==> src/rtl/sdft_sched_if.sv <==
// Signal bundle between the sDFT scheduler, the ADC/sDFT core and the frequency BRAM write port.
// With SDFT_SCHED_PEAK_EN defined the bundle also carries the per-sweep peak bin and magnitude.
interface sdft_sched_if #(
    parameter int data_width = 8,
    parameter int freq_w     = 12,
    parameter int bin_addr_w = 6
);
    logic                     [data_width-1:0] adc;
    logic                     [data_width-1:0] sample;
    logic                                      fft_start;
    logic                                      fft_ready;
    logic                                      fft_read;
    logic                     [bin_addr_w-1:0] bin_addr;
    logic signed              [freq_w-1:0]     bin_real;
    logic signed              [freq_w-1:0]     bin_imag;
    logic                                      bram_w_en;
    logic                     [bin_addr_w-1:0] bram_w_addr;
    logic                     [freq_w-1:0]     bram_w_data;
    logic                                      sweep_done;
    logic                                      busy;
`ifdef SDFT_SCHED_PEAK_EN
    logic                     [bin_addr_w-1:0] peak_bin;
    logic                     [freq_w-1:0]     peak_mag;

    modport master (
        input  adc, fft_ready, bin_real, bin_imag,
        output sample, fft_start, fft_read, bin_addr,
        output bram_w_en, bram_w_addr, bram_w_data, sweep_done, busy,
        output peak_bin, peak_mag
    );

    modport slave (
        output adc, fft_ready, bin_real, bin_imag,
        input  sample, fft_start, fft_read, bin_addr,
        input  bram_w_en, bram_w_addr, bram_w_data, sweep_done, busy,
        input  peak_bin, peak_mag
    );
`else
    modport master (
        input  adc, fft_ready, bin_real, bin_imag,
        output sample, fft_start, fft_read, bin_addr,
        output bram_w_en, bram_w_addr, bram_w_data, sweep_done, busy
    );

    modport slave (
        output adc, fft_ready, bin_real, bin_imag,
        input  sample, fft_start, fft_read, bin_addr,
        input  bram_w_en, bram_w_addr, bram_w_data, sweep_done, busy
    );
`endif
endinterface

==> src/rtl/sdft_sched.sv <==
// Sample-capture and readout scheduler for a sliding-DFT core: feeds ADC samples, then every
// read_period samples sweeps all bins into a magnitude BRAM. Optional peak tracking: SDFT_SCHED_PEAK_EN.
module sdft_sched #(
    parameter int data_width  = 8,
    parameter int freq_bins   = 64,
    parameter int freq_w      = 12,
    parameter int bin_addr_w  = 6,
    parameter int read_period = 100,
    parameter int mag_shift   = 8
) (
    input  logic         clk,
    input  logic         reset_n,
    sdft_sched_if.master bus
);

    typedef enum logic [2:0] {
        WAIT_READY,
        WAIT_ACCEPT,
        WAIT_DONE,
        SWEEP_ADDR,
        SWEEP_WRITE
    } state_t;

    localparam int CNT_W = (read_period > 1) ? $clog2(read_period) : 1;
    localparam logic [CNT_W-1:0]      CNT_LAST = CNT_W'(read_period - 1);
    localparam logic [bin_addr_w-1:0] BIN_LAST = bin_addr_w'(freq_bins - 1);
    localparam logic [2*freq_w:0]     MAG_MAX  = {{(freq_w + 1){1'b0}}, {freq_w{1'b1}}};

    state_t                  r_state, w_state_next;
    logic [data_width-1:0]   r_sample, w_sample_next;
    logic                    r_fft_start, w_fft_start_next;
    logic                    r_fft_read, w_fft_read_next;
    logic [bin_addr_w-1:0]   r_bin_addr, w_bin_addr_next;
    logic [CNT_W-1:0]        r_sample_cnt, w_sample_cnt_next;
    logic                    r_w_en, w_w_en_next;
    logic [bin_addr_w-1:0]   r_w_addr, w_w_addr_next;
    logic [freq_w-1:0]       r_w_data, w_w_data_next;
    logic                    r_last, w_last_next;
    logic                    r_sweep_done;

    // Operands are sign-extended to the product width so (-2**(freq_w-1))**2 cannot wrap.
    logic signed [2*freq_w-1:0] w_re_ext, w_im_ext;
    logic signed [2*freq_w-1:0] w_re_sq, w_im_sq;
    logic        [2*freq_w:0]   w_sum, w_sum_shr;
    logic        [freq_w-1:0]   w_mag;

    assign w_re_ext  = {{freq_w{bus.bin_real[freq_w-1]}}, bus.bin_real};
    assign w_im_ext  = {{freq_w{bus.bin_imag[freq_w-1]}}, bus.bin_imag};
    assign w_re_sq   = w_re_ext * w_re_ext;
    assign w_im_sq   = w_im_ext * w_im_ext;
    assign w_sum     = {1'b0, w_re_sq} + {1'b0, w_im_sq};
    assign w_sum_shr = w_sum >> mag_shift;
    assign w_mag     = (w_sum_shr > MAG_MAX) ? {freq_w{1'b1}} : w_sum_shr[freq_w-1:0];

    always_comb begin
        w_state_next      = r_state;
        w_sample_next     = r_sample;
        w_fft_start_next  = r_fft_start;
        w_fft_read_next   = r_fft_read;
        w_bin_addr_next   = r_bin_addr;
        w_sample_cnt_next = r_sample_cnt;
        w_w_en_next       = 1'b0;
        w_w_addr_next     = r_w_addr;
        w_w_data_next     = r_w_data;
        w_last_next       = 1'b0;
        case (r_state)
            WAIT_READY: begin
                if (bus.fft_ready) begin
                    w_sample_next    = bus.adc;
                    w_fft_start_next = 1'b1;
                    w_state_next     = WAIT_ACCEPT;
                end
            end
            WAIT_ACCEPT: begin
                if (!bus.fft_ready) begin
                    w_fft_start_next = 1'b0;
                    w_state_next     = WAIT_DONE;
                end
            end
            WAIT_DONE: begin
                if (bus.fft_ready) begin
                    if (r_sample_cnt == CNT_LAST) begin
                        w_sample_cnt_next = '0;
                        w_bin_addr_next   = '0;
                        w_fft_read_next   = 1'b1;
                        w_state_next      = SWEEP_ADDR;
                    end else begin
                        w_sample_cnt_next = r_sample_cnt + 1'b1;
                        w_state_next      = WAIT_READY;
                    end
                end
            end
            SWEEP_ADDR: begin
                // Core returns the bin one cycle after the address; it is consumed in SWEEP_WRITE.
                w_state_next = SWEEP_WRITE;
            end
            SWEEP_WRITE: begin
                w_w_en_next   = 1'b1;
                w_w_addr_next = r_bin_addr;
                w_w_data_next = w_mag;
                if (r_bin_addr == BIN_LAST) begin
                    w_bin_addr_next = '0;
                    w_last_next     = 1'b1;
                    w_fft_read_next = 1'b0;
                    w_state_next    = WAIT_READY;
                end else begin
                    w_bin_addr_next = r_bin_addr + 1'b1;
                    w_state_next    = SWEEP_ADDR;
                end
            end
            default: begin
                w_state_next = WAIT_READY;
            end
        endcase
    end

    always_ff @(posedge clk) begin
        if (!reset_n) begin
            r_state      <= WAIT_READY;
            r_sample     <= '0;
            r_fft_start  <= 1'b0;
            r_fft_read   <= 1'b0;
            r_bin_addr   <= '0;
            r_sample_cnt <= '0;
            r_w_en       <= 1'b0;
            r_w_addr     <= '0;
            r_w_data     <= '0;
            r_last       <= 1'b0;
            r_sweep_done <= 1'b0;
        end else begin
            r_state      <= w_state_next;
            r_sample     <= w_sample_next;
            r_fft_start  <= w_fft_start_next;
            r_fft_read   <= w_fft_read_next;
            r_bin_addr   <= w_bin_addr_next;
            r_sample_cnt <= w_sample_cnt_next;
            r_w_en       <= w_w_en_next;
            r_w_addr     <= w_w_addr_next;
            r_w_data     <= w_w_data_next;
            r_last       <= w_last_next;
            // Done follows the final BRAM write by one cycle.
            r_sweep_done <= r_last;
        end
    end

    assign bus.sample      = r_sample;
    assign bus.fft_start   = r_fft_start;
    assign bus.fft_read    = r_fft_read;
    assign bus.bin_addr    = r_bin_addr;
    assign bus.bram_w_en   = r_w_en;
    assign bus.bram_w_addr = r_w_addr;
    assign bus.bram_w_data = r_w_data;
    assign bus.sweep_done  = r_sweep_done;
    assign bus.busy        = (r_state != WAIT_READY);

`ifdef SDFT_SCHED_PEAK_EN
    logic [bin_addr_w-1:0] r_run_bin, r_peak_bin;
    logic [freq_w-1:0]     r_run_mag, r_peak_mag;
    logic                  w_take;

    // Strict compare keeps the lowest index on ties; bin 0 always seeds the running max.
    assign w_take = r_w_en && ((r_w_addr == '0) || (r_w_data > r_run_mag));

    always_ff @(posedge clk) begin
        if (!reset_n) begin
            r_run_bin  <= '0;
            r_run_mag  <= '0;
            r_peak_bin <= '0;
            r_peak_mag <= '0;
        end else begin
            if (w_take) begin
                r_run_bin <= r_w_addr;
                r_run_mag <= r_w_data;
            end
            if (r_last) begin
                r_peak_bin <= w_take ? r_w_addr : r_run_bin;
                r_peak_mag <= w_take ? r_w_data : r_run_mag;
            end
        end
    end

    assign bus.peak_bin = r_peak_bin;
    assign bus.peak_mag = r_peak_mag;
`endif

endmodule

==> src/flat_wrapper.sv <==
// flat-port wrapper written by rule: the top's interface ports become plain ports
module sdft_sched_flat 
#(
    parameter int data_width  = 8,
    parameter int freq_bins   = 64,
    parameter int freq_w      = 12,
    parameter int bin_addr_w  = 6,
    parameter int read_period = 100,
    parameter int mag_shift   = 8
)
  (clk, reset_n, bus_adc, bus_fft_ready, bus_bin_real, bus_bin_imag, bus_sample, bus_fft_start, bus_fft_read, bus_bin_addr, bus_bram_w_en, bus_bram_w_addr, bus_bram_w_data, bus_sweep_done, bus_busy);
  sdft_sched_if #(.data_width(data_width), .freq_w(freq_w), .bin_addr_w(bin_addr_w)) bus_i ();
  input  logic clk;
  input  logic reset_n;
  input wire logic [$bits(bus_i.adc)-1:0] bus_adc;
  input wire logic [$bits(bus_i.fft_ready)-1:0] bus_fft_ready;
  input wire logic [$bits(bus_i.bin_real)-1:0] bus_bin_real;
  input wire logic [$bits(bus_i.bin_imag)-1:0] bus_bin_imag;
  output wire logic [$bits(bus_i.sample)-1:0] bus_sample;
  output wire logic [$bits(bus_i.fft_start)-1:0] bus_fft_start;
  output wire logic [$bits(bus_i.fft_read)-1:0] bus_fft_read;
  output wire logic [$bits(bus_i.bin_addr)-1:0] bus_bin_addr;
  output wire logic [$bits(bus_i.bram_w_en)-1:0] bus_bram_w_en;
  output wire logic [$bits(bus_i.bram_w_addr)-1:0] bus_bram_w_addr;
  output wire logic [$bits(bus_i.bram_w_data)-1:0] bus_bram_w_data;
  output wire logic [$bits(bus_i.sweep_done)-1:0] bus_sweep_done;
  output wire logic [$bits(bus_i.busy)-1:0] bus_busy;
  assign bus_i.adc = bus_adc;
  assign bus_i.fft_ready = bus_fft_ready;
  assign bus_i.bin_real = bus_bin_real;
  assign bus_i.bin_imag = bus_bin_imag;
  assign bus_sample = bus_i.sample;
  assign bus_fft_start = bus_i.fft_start;
  assign bus_fft_read = bus_i.fft_read;
  assign bus_bin_addr = bus_i.bin_addr;
  assign bus_bram_w_en = bus_i.bram_w_en;
  assign bus_bram_w_addr = bus_i.bram_w_addr;
  assign bus_bram_w_data = bus_i.bram_w_data;
  assign bus_sweep_done = bus_i.sweep_done;
  assign bus_busy = bus_i.busy;
  sdft_sched #(.data_width(data_width), .freq_bins(freq_bins), .freq_w(freq_w), .bin_addr_w(bin_addr_w), .read_period(read_period), .mag_shift(mag_shift)) u_core (.clk(clk), .reset_n(reset_n), .bus(bus_i));
endmodule
==> config.mk <==
export PLATFORM = sky130hd
export DESIGN_NAME = sdft_sched_flat
export DESIGN_NICKNAME = d
export VERILOG_FILES = /design/src/rtl/sdft_sched_if.sv /design/src/rtl/sdft_sched.sv /design/src/flat_wrapper.sv
export SDC_FILE = /design/constraint.sdc
export NUM_CORES = 1
export LEC_CHECK = 0
export CAP_MARGIN = 20
export CORE_ASPECT_RATIO = 0.6
export CORE_MARGIN = 2
export CORE_UTILIZATION = 45
export CTS_CLUSTER_SIZE = 25
export DETAILED_ROUTE_END_ITERATION = 10
export PLACE_DENSITY = 0.73
export SYNTH_ARGS = -nofsm -noshare
export SYNTH_HDL_FRONTEND = slang
export SYNTH_SLANG_ARGS = --single-unit
==> constraint.sdc <==
create_clock -name clk -period 8.5 [get_ports clk]
set_input_delay 2.125 -clock clk [delete_from_list [all_inputs] [get_ports clk]]
set_output_delay 2.125 -clock clk [all_outputs]
set_load 0.02 [all_outputs]
==> metrics <==
Filler cells 2,355; WL/cell 14.5 um; global-route wire length before repair roughly 52 mm; reg-to-reg endpoint u_core.bus.bram_w_data[11]; die height 133 um; clk slew on worst S/H paths 0.06 ns; Setup-failing EPs final 12; Fmax achieved 116 MHz; Post-DRT Antenna Nets 0; Period minus WS final around 8.6 ns; Max Cap Viol 0; required time of the critical path 8.65 ns; core area 27,500 um2; total routed wirelength 30.6 mm; Mapped Nets between 1,500 and 2,000; Most used DFF post-synth dfxtp_1; CTS tree done; commonest non-fill, non-tap cell in the layout inv_1; area grow syn2layout 29.2%; fin nets ~2,100; row count between 40 and 50; Netlist Area Pre-Place 12,500 um2; Die W 219 um; full die area 29,200 um2; clock skew 0.00457 ns; grt ovf 0; Pre-antenna DRT Iters 5; Worst Tran Pin Value 0.842 ns; Crit Path Class input port to flop; Max Slew Vio Count 0; Port Buffer Count 71; CP max FO 6; Synth async-reset ratio 0; Worst R2R Path Depth 8; worst skew pair latency ~0.28 ns; RR Startpoint u_core.r_state[0]; Mean Syn Cell Area between 8 and 9 um2; Critical Path Start Type input port; GPL Wtd Cong just under 0.9; fin worst setup slack -0.0843 ns; dpl hpwl 26.2 mm; CTS H-tree lvls 2; number of synthesized flops with an enable pin 0; HP Class flop to flop; share of layout cells above drive strength 1 0.229; Crit. Startpoint bus_bin_real[6]; CTS sink count 47; failing checks setup timing; starting DRC count in detailed routing 713; Cell variety after synth 59; unrepaired setup endpoints after global routing true; CP endpoint kind flop; Slew HR 0.434; Final Hold Fails 0; R2R setup slack 6.06 ns; Initial Utilization 0.456; ANT cells 0; post-synthesis register bit count between 40 and 50; met3 WL 1.86 mm; pre-CTS setup slack -0.875 ns; DR vias 10,500; Clock Root Buffer clkbuf_16; commonest cells after routing, fill and taps aside 340 x inv_1, 267 x buf_4, 235 x fa_1, 144 x nand2_1, 123 x ha_1; metal2 WL 14.3 mm; register area share after synthesis 0.0752; Yosys Warn Count 0; I/O pins 72; status finished with violations; initial antenna violation count 0; routed length on met1 14.2 mm; CP Capture Point u_core.bus.bram_w_data[11]; area of the multi-input gates around 11,000 um2; vias per inst 4.97; sequential cell area about 940 um2; Worst EP arrival 8.74 ns; Top Metal Used met4; post-synthesis cell count 1,423; number of global-route vias before repair 11,200; fin crit share 1.01; CTS Buffer Depth 2; # DRC 0; GR Util All Layers 0.218; Inserted Clock Buffers 5; largest net degree at the start of global routing 40
==> cell families after synthesis <==
| group | synth area share |
|---|---|
| AO/OA/AOI/OAI | 0.0934 |
| XOR/XNOR | 0.0560 |
| adder cells (fa/ha/maj) | 0.524 |
| buffers and inverters | 0.118 |
| flip-flops | 0.0752 |
| multiplexers | 0.00320 |
| AND/OR/NAND/NOR | 0.131 |
==> metrics by stage <==
step / std cells / setup TNS, ns / area, um2 / utilization / hold WS, ns
after detailed placement: 2079 / -10.32 / 15500 / 0.565 / 0.434
after global placement: 2079 / -8.57 / 15500 / 0.565 / 0.415
after floorplan: 1423 / 0 / 12600 / - / 0.412
final: 2102 / -0.755 / 16200 / 0.588 / 0.445
after CTS: 2103 / 0 / 16000 / 0.584 / 0.448
after global routing: 2102 / -3.43 / 16200 / 0.588 / 0.451
==> cells in the mapped netlist (all sizes together), types with 4 or more instances <==
| cell type | count | area, um2 |
|---|---|---|
| nor2b | 8 | 50.1 |
| nand4 | 7 | 43.8 |
| o21a | 7 | 52.6 |
| clkbuf | 36 | 135 |
| nand3 | 15 | 75.1 |
| nor3 | 8 | 40.0 |
| and3 | 6 | 37.5 |
| inv | 348 | 1310 |
| and2 | 52 | 325 |
| mux2i | 4 | 40.0 |
| xnor2 | 56 | 490 |
| dfxtp | 47 | 941 |
| a21boi | 17 | 128 |
| xor2 | 24 | 210 |
| nor2 | 63 | 236 |
| nand2b | 10 | 62.6 |
| o21bai | 10 | 75.1 |
| nand2 | 152 | 571 |
| or2 | 5 | 31.3 |
| nand3b | 4 | 30.0 |
| o21ai | 41 | 205 |
| ha | 135 | 1690 |
| a21oi | 47 | 235 |
| a21o | 16 | 120 |
| fa | 243 | 4860 |
| a31oi | 15 | 93.8 |
| or3 | 6 | 37.5 |
==> metal layers <==
layer / up-vias / GRT usage
met4: 0 / 0.0210
met2: 283 / 0.369
met1: 5159 / 0.314
met3: 28 / 0.0240
met5: - / 0
li1: 4985 / -
==> area by class of cell <==
class / instances / share of cell area
Clock buffer: 6 / 0.00797
Multi-Input combinational cell: 987 / 0.650
Tap cell: 367 / 0.0284
Sequential cell: 47 / 0.0582
Clock inverter: 2 / 0.00372
Inverter: 350 / 0.0815
Timing Repair Buffer: 343 / 0.170
==> sequential cells by signal, summed over array words and instances (netlist names) <==
signal                  cells
u_core.bus.bram_w_data     12
u_core.bus.sample           8
u_core.r_sample_cnt         7
u_core.bus.bin_addr         6
u_core.bus.bram_w_addr      6
u_core.r_state              3
u_core.bus.bram_w_en        1
u_core.bus.fft_read         1
u_core.bus.fft_start        1
u_core.bus.sweep_done       1
u_core.r_last               1
==> what timing repair did <==
item                                    CTS  global route
hold buffers                              0             0
pin swaps                                51            56
setup buffers                            15             1
endpoints found under the setup margin   12            12
gates resized for setup                 122            78
gates cloned                              1             0
==> worst max-delay path: stages <==
cell and delay (ns):
buf_2 0.17, nand2_1 0.11, fa_2 0.50, fa_1 0.52
inv_1 0.06, fa_1 0.50, fa_1 0.54, inv_2 0.04
fa_1 0.55, inv_2 0.05, ha_4 0.23, a211o_1 0.27
o311a_1 0.38, o41a_1 0.44, a221oi_2 0.28, buf_4 0.17
a21oi_4 0.05, xor2_1 0.17, ha_1 0.32, nor3_2 0.17
o311a_1 0.23, nand2_2 0.07, a2111oi_4 0.33, buf_4 0.21
buf_12 0.15, a31oi_4 0.09
==> worst min path at each step <==
stage | start | endpoint | cells past startpoint
floorplan | u_core.r_last | u_core.bus.sweep_done | 1
global placement | u_core.r_last | u_core.bus.sweep_done | 1
detailed placement | u_core.r_last | u_core.bus.sweep_done | 1
CTS | u_core.r_last | u_core.bus.sweep_done | 1
global route | u_core.r_last | u_core.bus.sweep_done | 1
finish | u_core.r_last | u_core.bus.sweep_done | 1
Power is not shown: default switching activity piles up to over one toggle a cycle in this logic, so the estimate is an artifact.
